`src/rtl/stream_mux_rr.sv`:
```
`timescale 1ns/1ps
// N-input packet-locked stream mux with round-robin or fixed-priority arbitration
// and a single registered valid/ready output stage.
module stream_mux_rr #(
    parameter int WIDTH         = 32,
    parameter int N             = 4,
    parameter int PRIORITY_MODE = 0,
    localparam int GW           = (N > 1) ? $clog2(N) : 1
) (
    input  logic               CLK,
    input  logic               RST,
    input  logic [N-1:0]       IN_VALID,
    input  logic [N*WIDTH-1:0] IN_DATA,
    input  logic [N-1:0]       IN_LAST,
    output logic [N-1:0]       IN_READY,
    output logic               OUT_VALID,
    output logic [WIDTH-1:0]   OUT_DATA,
    output logic               OUT_LAST,
    output logic [GW-1:0]      OUT_CH,
    input  logic               OUT_READY
);

    typedef enum logic {S_IDLE = 1'b0, S_LOCKED = 1'b1} state_e;

    localparam logic [GW-1:0] LAST_CH = GW'(N - 1);

    state_e            state_q, state_d;
    logic [GW-1:0]     grant_q, grant_d;
    logic [GW-1:0]     rr_ptr_q, rr_ptr_d;
    logic [GW-1:0]     pick_s;
    logic [N-1:0]      ready_s;
    logic              can_load_s;
    logic              accept_s;
    logic [WIDTH-1:0]  sel_data_s;
    logic              sel_last_s;
    logic              out_valid_q, out_valid_d;
    logic [WIDTH-1:0]  out_data_q, out_data_d;
    logic              out_last_q, out_last_d;
    logic [GW-1:0]     out_ch_q, out_ch_d;

    // First requester at or above base, wrapping; result is always < N.
    function automatic logic [GW-1:0] rr_pick(input logic [N-1:0] req, input logic [GW-1:0] base);
        logic [2*N-1:0] dbl;
        int pos;
        dbl = {req, req} >> base;
        pos = 0;
        for (int k = N - 1; k >= 0; k--) begin
            if (dbl[k]) pos = k;
        end
        pos = (int'(base) + pos) % N;
        return pos[GW-1:0];
    endfunction

    assign pick_s     = rr_pick(IN_VALID, (PRIORITY_MODE != 0) ? '0 : rr_ptr_q);
    assign can_load_s = !out_valid_q || OUT_READY;
    assign accept_s   = |(ready_s & IN_VALID);

    // Steer the granted channel's beat; only indices below N can ever match.
    always_comb begin
        sel_data_s = '0;
        sel_last_s = 1'b0;
        for (int i = 0; i < N; i++) begin
            if (grant_q == GW'(i)) begin
                sel_data_s = IN_DATA[i*WIDTH +: WIDTH];
                sel_last_s = IN_LAST[i];
            end else begin
                sel_data_s = sel_data_s;
                sel_last_s = sel_last_s;
            end
        end
    end

    // Arbitration state, grant and round-robin pointer registers.
    always_ff @(posedge CLK or posedge RST) begin
        if (RST) begin
            state_q  <= S_IDLE;
            grant_q  <= '0;
            rr_ptr_q <= '0;
        end else begin
            state_q  <= state_d;
            grant_q  <= grant_d;
            rr_ptr_q <= rr_ptr_d;
        end
    end

    // Next-state: lock on a pick, release after an accepted last beat.
    always_comb begin
        state_d  = state_q;
        grant_d  = grant_q;
        rr_ptr_d = rr_ptr_q;
        case (state_q)
            S_IDLE: begin
                if (|IN_VALID) begin
                    state_d = S_LOCKED;
                    grant_d = pick_s;
                end else begin
                    state_d = S_IDLE;
                end
            end
            S_LOCKED: begin
                if (accept_s && sel_last_s) begin
                    state_d  = S_IDLE;
                    rr_ptr_d = (grant_q == LAST_CH) ? '0 : grant_q + GW'(1'b1);
                end else begin
                    state_d = S_LOCKED;
                end
            end
            default: begin
                state_d = S_IDLE;
            end
        endcase
    end

    // Ready goes only to the locked channel, and only when the output can take a beat.
    always_comb begin
        ready_s = '0;
        for (int i = 0; i < N; i++) begin
            if (state_q == S_LOCKED && grant_q == GW'(i)) begin
                ready_s[i] = can_load_s;
            end else begin
                ready_s[i] = 1'b0;
            end
        end
    end

    // Output register: load on accept, drain on downstream ready, else hold.
    always_comb begin
        out_valid_d = out_valid_q;
        out_data_d  = out_data_q;
        out_last_d  = out_last_q;
        out_ch_d    = out_ch_q;
        if (accept_s) begin
            out_valid_d = 1'b1;
            out_data_d  = sel_data_s;
            out_last_d  = sel_last_s;
            out_ch_d    = grant_q;
        end else if (OUT_READY) begin
            out_valid_d = 1'b0;
        end else begin
            out_valid_d = out_valid_q;
        end
    end

    // Output stage registers.
    always_ff @(posedge CLK or posedge RST) begin
        if (RST) begin
            out_valid_q <= 1'b0;
            out_data_q  <= '0;
            out_last_q  <= 1'b0;
            out_ch_q    <= '0;
        end else begin
            out_valid_q <= out_valid_d;
            out_data_q  <= out_data_d;
            out_last_q  <= out_last_d;
            out_ch_q    <= out_ch_d;
        end
    end

    assign IN_READY  = ready_s;
    assign OUT_VALID = out_valid_q;
    assign OUT_DATA  = out_data_q;
    assign OUT_LAST  = out_last_q;
    assign OUT_CH    = out_ch_q;

endmodule

```
`config.mk`:
```
export PLATFORM = sky130hd
export DESIGN_NAME = stream_mux_rr
export DESIGN_NICKNAME = d
export VERILOG_FILES = /design/src/rtl/stream_mux_rr.sv
export SDC_FILE = /design/constraint.sdc
export NUM_CORES = 1
export LEC_CHECK = 0
export BUFFER_PORTS_ARGS = -buffer_cell sky130_fd_sc_hd__buf_2
export CAP_MARGIN = 15
export CORE_MARGIN = 2
export CORE_UTILIZATION = 30
export CTS_BUF_LIST = sky130_fd_sc_hd__clkbuf_8 sky130_fd_sc_hd__clkbuf_16
export CTS_CLUSTER_SIZE = 30
export DETAILED_ROUTE_END_ITERATION = 8
export HOLD_SLACK_MARGIN = 0.1
export PLACE_DENSITY = 0.61
export SLEW_MARGIN = 25
export SYNTH_ARGS = -nofsm -noshare
export SYNTH_HDL_FRONTEND = slang
export SYNTH_SLANG_ARGS = --single-unit
export TNS_END_PERCENT = 100
```
`constraint.sdc`:
```
create_clock -name CLK -period 2.9 [get_ports CLK]
set_clock_uncertainty 0.1 [all_clocks]
set_input_delay 0.145 -clock CLK [delete_from_list [all_inputs] [get_ports CLK]]
set_output_delay 0.145 -clock CLK [all_outputs]
set_load 0.1 [all_outputs]
```
# --- Word level (Yosys, flattened, before mapping) ---
# Index checks and enable logic that the tools add are counted.
# Widths: inputs -> output; s select.
totals:
  output_inout_bits: 40
  reg_bits: 41
  inputBits: 139
  wordCells: 50
classes:
  n_mux: 22
  shifts: 1
  n_eq_ne: 3
  reduce_logical: 13
  bitwise_logic: 2
  n_addsub: 2
op_table:
  columns: ["op", "count"]
  rows:
  - ["$mux 32", 4]
  - ["$mux 1", 12]
  - ["$mux 2", 5]
  - ["$reduce_or 4->1", 2]
  - ["$shr 8x2->4", 1]
  - ["$logic_and 1x1->1", 5]
  - ["$and 4x4->4", 1]
  - ["$eq 2x2->1 const B", 2]
  - ["$reduce_and 2->1", 2]
  - ["$add 2x1->2 const B", 1]
  - ["$add 2x2->2", 1]
  - ["$eq 2x1->1 const B", 1]
  - ["$logic_not 2->1", 1]
  - ["$pmux 1 s2", 1]
  - ["$reduce_bool 2->1", 1]
  - ["$logic_not 1->1", 1]
  - ["$logic_or 1x1->1", 1]
  - ["$not 1->1", 1]

# --- Depth between registers and ports, before layout ---
# Gate-level depths: netlist of the first run.
depth:
  ltp_word: 8
  mapped_depth: 10

# --- Worst setup path before layout of the first run ---
# OpenSTA, ideal clock, no wires.
synth_path:
  path_type: "reg-to-output"
  start: "register grant_q[0]"
  end: "output IN_READY[3]"
  path_buffers: 3
  arrival_ns: 1.984
  path_stages_with_launch: 6
  slack_ns: 0.671
  required_ns: 2.655
  path_cell_list: "dfrtp_1 > ha_1 > clkbuf_1 > buf_2 > buf_1 > and3_1"
synth_via:
  elab_chain_len: 3
synth_rtl:
  columns: ["item", "line_no", "text"]
  rows:
  - ["start, declared", "28", "logic [GW-1:0] grant_q, grant_d;"]
  - ["start signal, assigned", "81", "grant_q <= grant_d;"]
  - ["$eq 2x2->1", "118", "if (state_q == S_LOCKED && grant_q == GW'(i)) begin"]
  - ["$logic_and 1x1->1", "118", null]
  - ["$mux 1", "118", null]
  - ["end, declared", "15", "output logic [N-1:0] IN_READY,"]
# No other way between the ends.

# --- Worst setup path after layout of the first run ---
layout_path:
  start: "register grant_q[0]"
  end: "register out_data_q[23], in the netlist OUT_DATA[23]"
layout_via:
  elab_chain_len: 5
  elab_cells_between_ends: 18
  cone_classes: "3 x eq/ne; 8 x mux; 1 x bitwise; 6 x reduce/logical"
layout_rtl:
  columns: ["item", "line_no", "text"]
  rows:
  - ["$eq 2x1->1, or another cell as far along", "63, 118", null]
  - ["$logic_and 1x1->1 / $mux 32 (equally long branches)", "118, 63", null]
  - ["$mux 1 / $mux 32 (equally long branches)", "118, 63", null]
  - ["$and 4x4->4 / $mux 32 (equally long branches)", "56, 63", null]
  - ["$reduce_or 4->1 / $mux 32 (equally long branches)", "56, 63", null]
  - ["end signal, assigned", "153", "out_data_q <= out_data_d;"]
  - ["end, declared", "37", "logic [WIDTH-1:0] out_data_q, out_data_d;"]
# Several ways; a longest one is shown, not always the timed one.
# A chain may end at the register's enable or synchronous reset.

==> impl_results.md, run 1 <==
- Peak supply drop: between 0.0006 and 0.0007 V
- Placed insts: roughly 600
- Type of the worst setup path: register to register
- Netlist Area Pre-Place: 2724 um^2
- Cells after synthesis: around 330
- Yosys top cell area share: between 30% and 40%
- Power per Cell Area: approximately 1400 nW/um^2
- Post-synthesis cell type count: 40
- Num CTS Buffers: 5
- Synth warn: 0
- Critical Path AT: 2.63 ns
- CTS max path bufs: 2
- Vias per Instance: around 5.2
- Dpl hpwl: approximately 7000 um
- EDFF count, synth: 0
- Non-Filler Instances: approximately 600
- Req. time, crit path: 3.01 ns
- Fill cell count: between 800 and 900
- Layout net count: 640
- Period utilization: just under 90%
- Layout overhead on the synthesized area: 39.73%
- Clock sink count: 41
- Clk Latency, worst-skew pair: 0.28 ns
- Routed WL: 9385 um
- Count of input and output buffers: ~180
- P_leak: 0.001872 uW
- Number of max-cap violations: 0
- CP max FO: 17
- Crit-path cells: inv_1, ha_1, nor2b_2, buf_4, a221oi_1, o31a_1, o21ai_0
- Crit path largest cell delay: 0.61 ns
- Worst-Margin Slew: 0.8648 ns
- Power Total: between 5000 and 6000 uW
- Average size of a mapped cell: approximately 8.2 um^2
- Die X: 99.29 um
- Seq/Total Area, Yosys: a little under two fifths
- Syn Nets: 476
- Status: finished clean
- Unrepaired setup endpoints after global routing: false
- DRT antenna net count: 0
- Asr flop ratio synth: 100.0%
- Rows: 34
- Final-report setup violation count: 0
- Main synth FF type: dfrtp_1
- Global-route wire length before repair: 14430 um
- Worst slew margin: ~42%
- # H-tree levels: 2
- Synth Register Bits: 41
- Setup WS pre-CTS: slightly below 0.4 ns
- Initial core utilization: 31.08%
- Commonest non-fill, non-tap cells in the layout: buf_2, nand2_1, dfrtp_1, nor2_1
- Startpoint types: register
- Leftover overflow at the end of global routing: 0
- GPL Wtd Cong: about 0.85
- Layout cells sized above 1: around 41%
- Largest net degree at the start of global routing: 53
- Initial antenna violation count: 0
- Routed len/inst: 15.56 um
- Ports: approximately 180
- Iteration-0 DRC Markers: 145
- Clock-pin transition on the worst setup and hold timing paths: roughly 0.080 ns
- Post-route cell area: roughly 3800 um^2
- Setup_tns: 0 ns
- Max Fclk: roughly 0.4 GHz
- CP max stage cell: nor2b_2
- Final critical-path setup slack: between 0.3 and 0.4 ns
- Vias in the first global route: just under 3000
- Diode count: 0
- Largest cells by area after synthesis: dfrtp_1, a221oi_1, o31a_1, nand2_1, o21ai_0
- Worst Hold Path Cells: 4
- Cells on worst reg2reg path: 7
- Total stage count of the critical path: 7
- DRC Markers: 0
- CTS tree: done
- Fin crit period: about 2.5 ns
- Family with the most delay on the worst path: simple AND/OR/NAND/NOR gates
- Register area: approximately 1000 um^2
- Placed instance area: 3712 um^2
- Hold Vio Cnt, Final: 0
- Fin. max-slew vios: 0
- Postcts setup bufs: 0
- Min-delay worst type: primary input to register
- Via count: between 3000 and 4000
- Die area: between 9000 and 10000 um^2
- Crit end category: register
- Post-synth top area cell: dfrtp_1
- Area of the multi-input gates: 1536 um^2
- Core box area: a little under 9000 um^2
- CP bufs+invs: 2
- Router iterations before antenna repair: 4
- Commonest non-fill, non-tap cell in the layout: buf_2
- Overall Global Routing Usage: between 10% and 20%
- Die H: roughly 100 um
- CTS root buf: clkbuf_8
-- state kept, by name (all words and copies together) (netlist names) --
register / count
grant_q: 2
OUT_LAST: 1
rr_ptr_q: 2
OUT_CH: 2
OUT_VALID: 1
state_q: 1
OUT_DATA: 32
-- per-stage QoR --
stage | hold WS (ns) | utilization (%)
final | 0.1146 | 43.43
after global routing | 0.1244 | 43.43
after CTS | 0.1110 | 43.43
after detailed placement | 0.2901 | 42.36
after global placement | 0.3014 | 42.36
after floorplan | 0.2384 | -
-- cell type report --
cell class / count / area share, %
inverter: 7 / 0.6903
multi-input combinational: 252 / 40.37
clock inverter: 1 / 0.1315
clock buffer: 5 / 1.808
timing repair buffer: 189 / 26.50
sequential: 41 / 26.96
tap: 108 / 3.550
-- cell usage after synthesis (all sizes together), types with 2 or more instances --
cell type	instances
nand2b	5
dfrtp	41
o31a	31
inv	7
ha	5
a221oi	31
nand2	72
nor2b	2
clkbuf	15
o211ai	2
or3b	3
a21oi	3
buf	17
mux2	2
nand3b	3
nor4	2
o311ai	2
a22o	2
and3	4
o21ai	36
nor2	35
-- layer usage --
metal  vias up  part of all wire, %  track usage [%]
li1       1533                    -                -
met1      1462                   42            22.88
met2       119                   50            31.76
met3         8                  7.2            3.795
met4         0                  1.3            4.636
met5         -                    0                0
-- tightest hold or removal path, stage by stage --
cell     delay, ns
buf_2         0.10
nand2_1       0.05
o31a_1        0.11
o21ai_0       0.06
-- cells by family (layout without fill, tap and decap cells) --
kind of cell	after synthesis	count (layout)	synth area share [%]
xor gates and xnor gates	1	1	0.3216
DFF	41	41	37.67
muxes	3	3	1.470
adders and majority gates	5	5	2.297
and+or+nand+nor	130	130	20.53
buffers and inverters	39	202	6.431
AOI/OAI and AO/OA	113	113	31.28
-- final timing paths --
check                                         from                       end  slack, ns
min in group asynchronous                      RST  OUT_DATA[12]$_DFFE_PP0P_       0.49
max in group asynchronous                      RST    grant_q[1]$_DFFE_PP0P_       1.67
min                                   IN_DATA[118]  OUT_DATA[22]$_DFFE_PP0P_       0.11
max                         grant_q[0]$_DFFE_PP0P_  OUT_DATA[23]$_DFFE_PP0P_       0.37
max reg2reg                 grant_q[0]$_DFFE_PP0P_  OUT_DATA[23]$_DFFE_PP0P_       0.37
min reg2reg                OUT_DATA[8]$_DFFE_PP0P_   OUT_DATA[8]$_DFFE_PP0P_       0.38
-- timing repair --
| action | in CTS | in global routing |
|---|---|---|
| resized for setup | 0 | 0 |
| hold endpoints to repair | 42 | 0 |
| hold buffers | 2 | 0 |
-- where the power goes --
part	total (uW)	leakage (uW)	internal [uW]	switching (uW)
Clock	345	0.0000399	159	186
Combinational	4000	0.00132	1050	2950
Sequential	996	0.000515	833	162
Total	5340	0.00187	2040	3300
No activity file was read; power rests on OpenSTA's default activity.
==> run 2: changes to the inputs <==
--- a/config.mk
+++ b/config.mk
@@ -7,6 +7,7 @@
 export LEC_CHECK = 0
 export BUFFER_PORTS_ARGS = -buffer_cell sky130_fd_sc_hd__buf_2
 export CAP_MARGIN = 15
+export CORE_ASPECT_RATIO = 1.5
 export CORE_MARGIN = 2
 export CORE_UTILIZATION = 30
 export CTS_BUF_LIST = sky130_fd_sc_hd__clkbuf_8 sky130_fd_sc_hd__clkbuf_16
==> run 2 against run 1 <==
Cell area is 1.8% higher. Via count is 0.58% higher. Sequential share of layout area is 0.48 points lower. Wire length is 3.0% higher. Setup slack better by 0.12 ns. Critical endpoint is now OUT_DATA[27]$_DFFE_PP0P_. Largest power group unchanged. Highest routed layer unchanged.
==> impl_results.md, run 2 (synthesized netlist as in run 1, its figures left out) <==
- CP max stage cell: nor2b_2
- Fill cell count: 930
- GPL Wtd Cong: ~0.84
- Clock-pin transition on the worst setup and hold timing paths: around 0.06 ns
- Vias in the first global route: 3032
- Die X: between 80 and 90 um
- Die area: approximately 10000 um^2
- Ports: approximately 180
- Worst Hold Path Cells: 4
- Iteration-0 DRC Markers: 120
- Max Fclk: 0.4147 GHz
- Vias per Instance: around 5.2
- Clk Latency, worst-skew pair: around 0.28 ns
- # H-tree levels: 2
- WHS: between 0.1 and 0.15 ns
- Count of input and output buffers: between 150 and 200
- CTS max path bufs: 2
- Global-route wire length before repair: approximately 15000 um
- CTS tree: done
- DRT antenna net count: 0
- Unrepaired setup endpoints after global routing: false
- Reg-to-Reg End: OUT_DATA[27]$_DFFE_PP0P_
- Type of the worst setup path: register to register
- Diode count: 0
- Critical Path AT: between 2 and 3 ns
- Num CTS Buffers: 5
- Dpl hpwl: 7271 um
- Setup_tns: 0 ns
- Routed WL: slightly below 10000 um
- Worst-Margin Slew: between 0.9 and 1 ns
- Hold path start: IN_DATA[98]
- Worst slew margin: between 30% and 40%
- Layout net count: 640
- Hold Crit Endpoint: OUT_DATA[2]$_DFFE_PP0P_
- Number of max-cap violations: 0
- Initial antenna violation count: 0
- FF-to-FF setup slack: 0.49 ns
- Commonest non-fill, non-tap cell in the layout: buf_2
- Power per Cell Area: 1437 nW/um^2
- Crit path largest cell delay: 0.53 ns
- Layout overhead on the synthesized area: 42.26%
- Cells on worst reg2reg path: 7
- Clock sink count: about 40
- Period utilization: about 83%
- Startpoint types: register
- Initial core utilization: slightly above 30%
- Min-delay worst type: primary input to register
- Area of the multi-input gates: between 1500 and 2000 um^2
- CTS root buf: clkbuf_16
- Status: finished clean
- Family with the most delay on the worst path: compound AO/OA/AOI/OAI gates
- Rows: 42
- Core box area: 8828 um^2
- FF-to-FF Start: grant_q[0]$_DFFE_PP0P_
- Number of gates resized after cts: 0
- Largest net degree at the start of global routing: 69
- Leftover overflow at the end of global routing: 0
- Die H: approximately 120 um
- DRC Markers: 0
- Crit-path cells: inv_1, ha_1, nor2b_2, buf_4, a221oi_1, o31a_1, o21ai_0
- Max reg flops: 32
- Register area: 1026 um^2
- Layout cells sized above 1: 40.85%
- Hold Vio Cnt, Final: 0
- Fin. max-slew vios: 0
- P_leak: ~0.0019 uW
- Final-report setup violation count: 0
- CP bufs+invs: 2
- Fin crit period: around 2.4 ns
- CP max FO: 20
- Peak supply drop: roughly 0.00084 V
- Crit end category: register
- Req. time, crit path: ~3 ns
- Routed len/inst: 15.93 um
- Overall Global Routing Usage: 18.97%
- Via count: around 3100
- Router iterations before antenna repair: 5
- Commonest non-fill, non-tap cells in the layout: buf_2, nand2_1, dfrtp_1, nor2_1
-- run 2: cell type report --
cell class | instances | area share (%)
Clock buffer | 7 | 3.939
Clock inverter | 1 | 0.1292
Inverter | 7 | 0.6781
Multi-Input combinational cell | 252 | 39.65
Sequential cell | 41 | 26.48
Tap cell | 110 | 3.552
Timing Repair Buffer | 189 | 25.57
-- run 2: through the flow --
step | std cells | setup WS, ns | power, uW | instance area [um^2] | util (%)
2_1_floorplan | 332 | 0.6710 | 4225 | 2724 | -
3_3_place_gp | 597 | 0.5203 | 4984 | 3697 | 41.88
3_5_place_dp | 597 | 0.4974 | 5034 | 3697 | 41.88
4_1_cts | 607 | 0.4929 | 5637 | 3875 | 43.89
5_1_grt | 607 | 0.3153 | 5924 | 3875 | 43.89
6_report | 607 | 0.4886 | 5569 | 3875 | 43.89
-- run 2: timing repair --
action                    CTS  global route
hold buffers                2             0
buffers inserted            0             0
hold endpoints to repair   42             0
-- run 2: report_power, final --
group | total, uW | switching [uW] | internal (uW)
logic | 3990 | 2960 | 1030
registers | 999 | 165 | 834
clock network | 581 | 217 | 364
-- run 2: worst min-delay path: stages --
cell,delay [ns]
buf_2,0.07
nand2_1,0.04
o31a_1,0.09
o21ai_1,0.10
-- run 2: routing by layer --
metal | wire [um] | global-route usage, % | up-vias
met2 | 5243 | 36.13 | 121
met1 | 3744 | 21.03 | 1464
met4 | 162 | 5.938 | 0
met3 | 518 | 2.239 | 17
met5 | 0 | 0 | -
li1 | - | - | 1538
-- run 2: worst max path at each step --
stage                                 startpoint                  endpoint  cells after the start
final                     grant_q[0]$_DFFE_PP0P_  OUT_DATA[27]$_DFFE_PP0P_                      7
after global routing      grant_q[0]$_DFFE_PP0P_  OUT_DATA[18]$_DFFE_PP0P_                      7
after CTS                 grant_q[1]$_DFFE_PP0P_   rr_ptr_q[0]$_DFFE_PP0P_                      7
after detailed placement  grant_q[1]$_DFFE_PP0P_   rr_ptr_q[1]$_DFFE_PP0P_                      7
after global placement    grant_q[1]$_DFFE_PP0P_   rr_ptr_q[0]$_DFFE_PP0P_                      7
after floorplan           grant_q[0]$_DFFE_PP0P_               IN_READY[3]                      5
==> run 3: changes to the inputs <==
--- a/config.mk
+++ b/config.mk
@@ -5,6 +5,7 @@
 export SDC_FILE = /design/constraint.sdc
 export NUM_CORES = 1
 export LEC_CHECK = 0
+export ABC_AREA = 1
 export BUFFER_PORTS_ARGS = -buffer_cell sky130_fd_sc_hd__buf_2
 export CAP_MARGIN = 15
 export CORE_ASPECT_RATIO = 1.5
==> constraint.sdc (replaced) <==
create_clock -name CLK -period 2.3 [get_ports CLK]
set_clock_uncertainty 0.1 [all_clocks]
set_input_delay 0.115 -clock CLK [delete_from_list [all_inputs] [get_ports CLK]]
set_output_delay 0.115 -clock CLK [all_outputs]
set_load 0.1 [all_outputs]
==> run 3 against run 2 <==
Largest power group unchanged. Critical path type is now register to output pin. Clock power is 17% higher. Combinational power is 41% higher. Total power is 37% higher. Setup slack worse by 0.35 ns. Synthesized cell count is 26% higher. Register-to-register slack worse by 0.18 ns. Wire length is 10% higher. Cell area is 17% higher.
==> impl_results.md, run 3 <==
- Initial antenna violation count: 0
- Layout overhead on the synthesized area: 62.54%
- Fin crit period: 2.162 ns
- Overall Global Routing Usage: between 20% and 30%
- Via count: 3670
- FF-to-FF setup slack: around 0.31 ns
- Die area: between 10000 and 15000 um^2
- Global-route wire length before repair: roughly 17000 um
- Power Total: 7603 uW
- Sw Share: a little over three fifths
- Die X: roughly 83 um
- Startpoint types: register
- Asr flop ratio synth: 100.0%
- Post-synthesis cell type count: 22
- Router iterations before antenna repair: 4
- Largest net degree at the start of global routing: 25
- Routed WL: around 11000 um
- CTS tree: done
- P_int: 2850 uW
- Layout net count: between 700 and 800
- Reg-to-Reg End: grant_q[1]$_DFFE_PP0P_
- Leftover overflow at the end of global routing: 0
- Hold path start: IN_DATA[78]
- Setup_tns: 0 ns
- Worst slew margin: 66.02%
- Hold Crit Endpoint: OUT_DATA[14]$_DFFE_PP0P_
- Period utilization: ~94%
- Num CTS Buffers: 5
- Critical Path AT: between 1.5 and 2 ns
- Postcts setup bufs: 0
- Req. time, crit path: between 2 and 2.5 ns
- Number of max-cap violations: 0
- Clock-pin transition on the worst setup and hold timing paths: 0.06 ns
- Seq/Total Area, Yosys: approximately 37%
- Power per Cell Area: around 1700 nW/um^2
- Diode count: 0
- Average size of a mapped cell: between 6 and 7 um^2
- Combinational group share of total power: roughly three quarters
- Final core utilization: between 40% and 50%
- GPL Wtd Cong: 0.8690
- Ports: ~180
- P_leak: roughly 0.0026 uW
- FF-to-FF Start: rr_ptr_q[0]$_DFFE_PP0P_
- Core box area: slightly above 9000 um^2
- Max reg flops: 32
- Cells on worst reg2reg path: 11
- Rows: between 40 and 50
- Synth warn: 0
- Initial core utilization: between 30% and 40%
- CTS root buf: clkbuf_16
- DRC Markers: 0
- Count of input and output buffers: ~180
- Largest cells by area after synthesis: dfrtp_1, nand2_1, o211ai_1, a21oi_1, o21ai_0
- Crit end category: output pin
- Worst-Margin Slew: 0.5133 ns
- Switching power: 4753 uW
- Commonest non-fill, non-tap cells in the layout: nand2_1, buf_2, dlygate4sd3_1, dfrtp_1
- Non-Filler Instances: around 760
- Synth Register Bits: 41
- Final-report setup violation count: 0
- Worst Hold Path Cells: 5
- Die H: 122.3 um
- Unrepaired setup endpoints after global routing: false
- Clock sink count: 41
- Vias per Instance: between 4 and 5
- Dpl hpwl: ~7800 um
- DRT antenna net count: 0
- CTS max path bufs: 2
- Fin. max-slew vios: 0
- Hold Vio Cnt, Final: 0
- Commonest non-fill, non-tap cell in the layout: nand2_1
- Layout cells sized above 1: approximately 34%
- Flop pwr share: 16.9%
- Placed insts: a little under 700
- Syn Nets: 562
- Cells after synthesis: between 400 and 500
- Main synth FF type: dfrtp_1
- Clock power frac: 8.9%
- Most common cell in the netlist: nand2_1
- CP max FO: 20
- Min-delay worst type: primary input to register
- Most frequent cells after synthesis: nand2_1, dfrtp_1, a21oi_1, o211ai_1, o21ai_0
- EDFF count, synth: 0
- Status: finished clean
- Clk Latency, worst-skew pair: between 0.2 and 0.3 ns
- Iteration-0 DRC Markers: roughly 160
- Vias in the first global route: roughly 3600
- Type of the worst setup path: register to output pin
- Peak supply drop: a little under 0.0009 V
- Yosys top cell area share: ~37%
- Post-route cell area: between 4000 and 5000 um^2
- Netlist Area Pre-Place: 2799 um^2
- Routed len/inst: ~14 um
- Max Fclk: between 0.4 and 0.5 GHz
- Post-synth top area cell: dfrtp_1
- # H-tree levels: 2
- Placed instance area: ~3900 um^2
## run 3: cell type report
cell class / instances / area (um^2)
fill: 940 / 4597
timing repair buffer: 248 / 1579
tap: 112 / 140.1
sequential: 41 / 1030
multi-input combinational: 333 / 1602
clock inverter: 3 / 17.52
inverter: 15 / 56.30
clock buffer: 5 / 125.1
## run 3: power groups by stage
stage | Clock [uW] | Combinational [uW] | Sequential [uW]
3_5_place_dp | 0 | 5590 | 1290
3_3_place_gp | 0 | 5520 | 1290
4_1_cts | 697 | 5670 | 1290
5_1_grt | 735 | 6130 | 1330
6_report | 678 | 5640 | 1290
2_1_floorplan | 0 | 2460 | 3280
## run 3: worst max-delay path, cell delays in order (launching register included)
cell and delay (ns):
dfrtp_1 0.41, inv_1 0.14, ha_2 0.23, buf_4 0.18
inv_1 0.06, buf_4 0.20, nor3_4 0.23, buf_12 0.20
## run 3: worst max path at each step
stage / to / from / cells past startpoint
final: IN_READY[2] / grant_q[0]$_DFFE_PP0P_ / 7
after detailed placement: OUT_DATA[0]$_DFFE_PP0P_ / grant_q[0]$_DFFE_PP0P_ / 9
after global placement: OUT_DATA[0]$_DFFE_PP0P_ / grant_q[0]$_DFFE_PP0P_ / 9
after global routing: IN_READY[2] / grant_q[0]$_DFFE_PP0P_ / 7
after floorplan: OUT_DATA[15]$_DFFE_PP0P_ / OUT_VALID$_DFFE_PP0P_ / 10
after CTS: IN_READY[2] / grant_q[0]$_DFFE_PP0P_ / 7
## run 3: cell families (layout without fill, tap and decap cells)
| kind of cell | Yosys count | in the layout | share of synthesized area, % |
|---|---|---|---|
| compound gates | 102 | 102 | 21.28 |
| xor+xnor | 1 | 1 | 0.3130 |
| fa+ha+maj | 5 | 5 | 2.235 |
| buf+inv | 44 | 271 | 7.555 |
| flops | 41 | 41 | 36.66 |
| simple gates | 225 | 225 | 31.96 |
## run 3: metal layers
metal / vias up / part of all wire (%) / global-route usage [%]
li1: 1832 / - / -
met1: 1675 / 40 / 23.87
met2: 139 / 53 / 38.10
met3: 24 / 4.8 / 3.161
met4: 0 / 2.8 / 7.070
met5: - / 0 / 0
## run 3: timing repair
| action | in CTS | in global routing |
|---|---|---|
| resized for setup | 0 | 1 |
| hold buffers | 53 | 0 |
| endpoints found under the hold margin | 59 | 0 |
| setup endpoints to repair | 0 | 1 |
## run 3: per-stage QoR
stage	hold WS, ns	worst slack, ns
3_3_place_gp	0.01880	0.3069
2_1_floorplan	0.1601	0.04380
4_1_cts	0.1001	0.09869
5_1_grt	0.1153	0.03284
3_5_place_dp	0.02295	0.2667
6_report	0.09518	0.1383
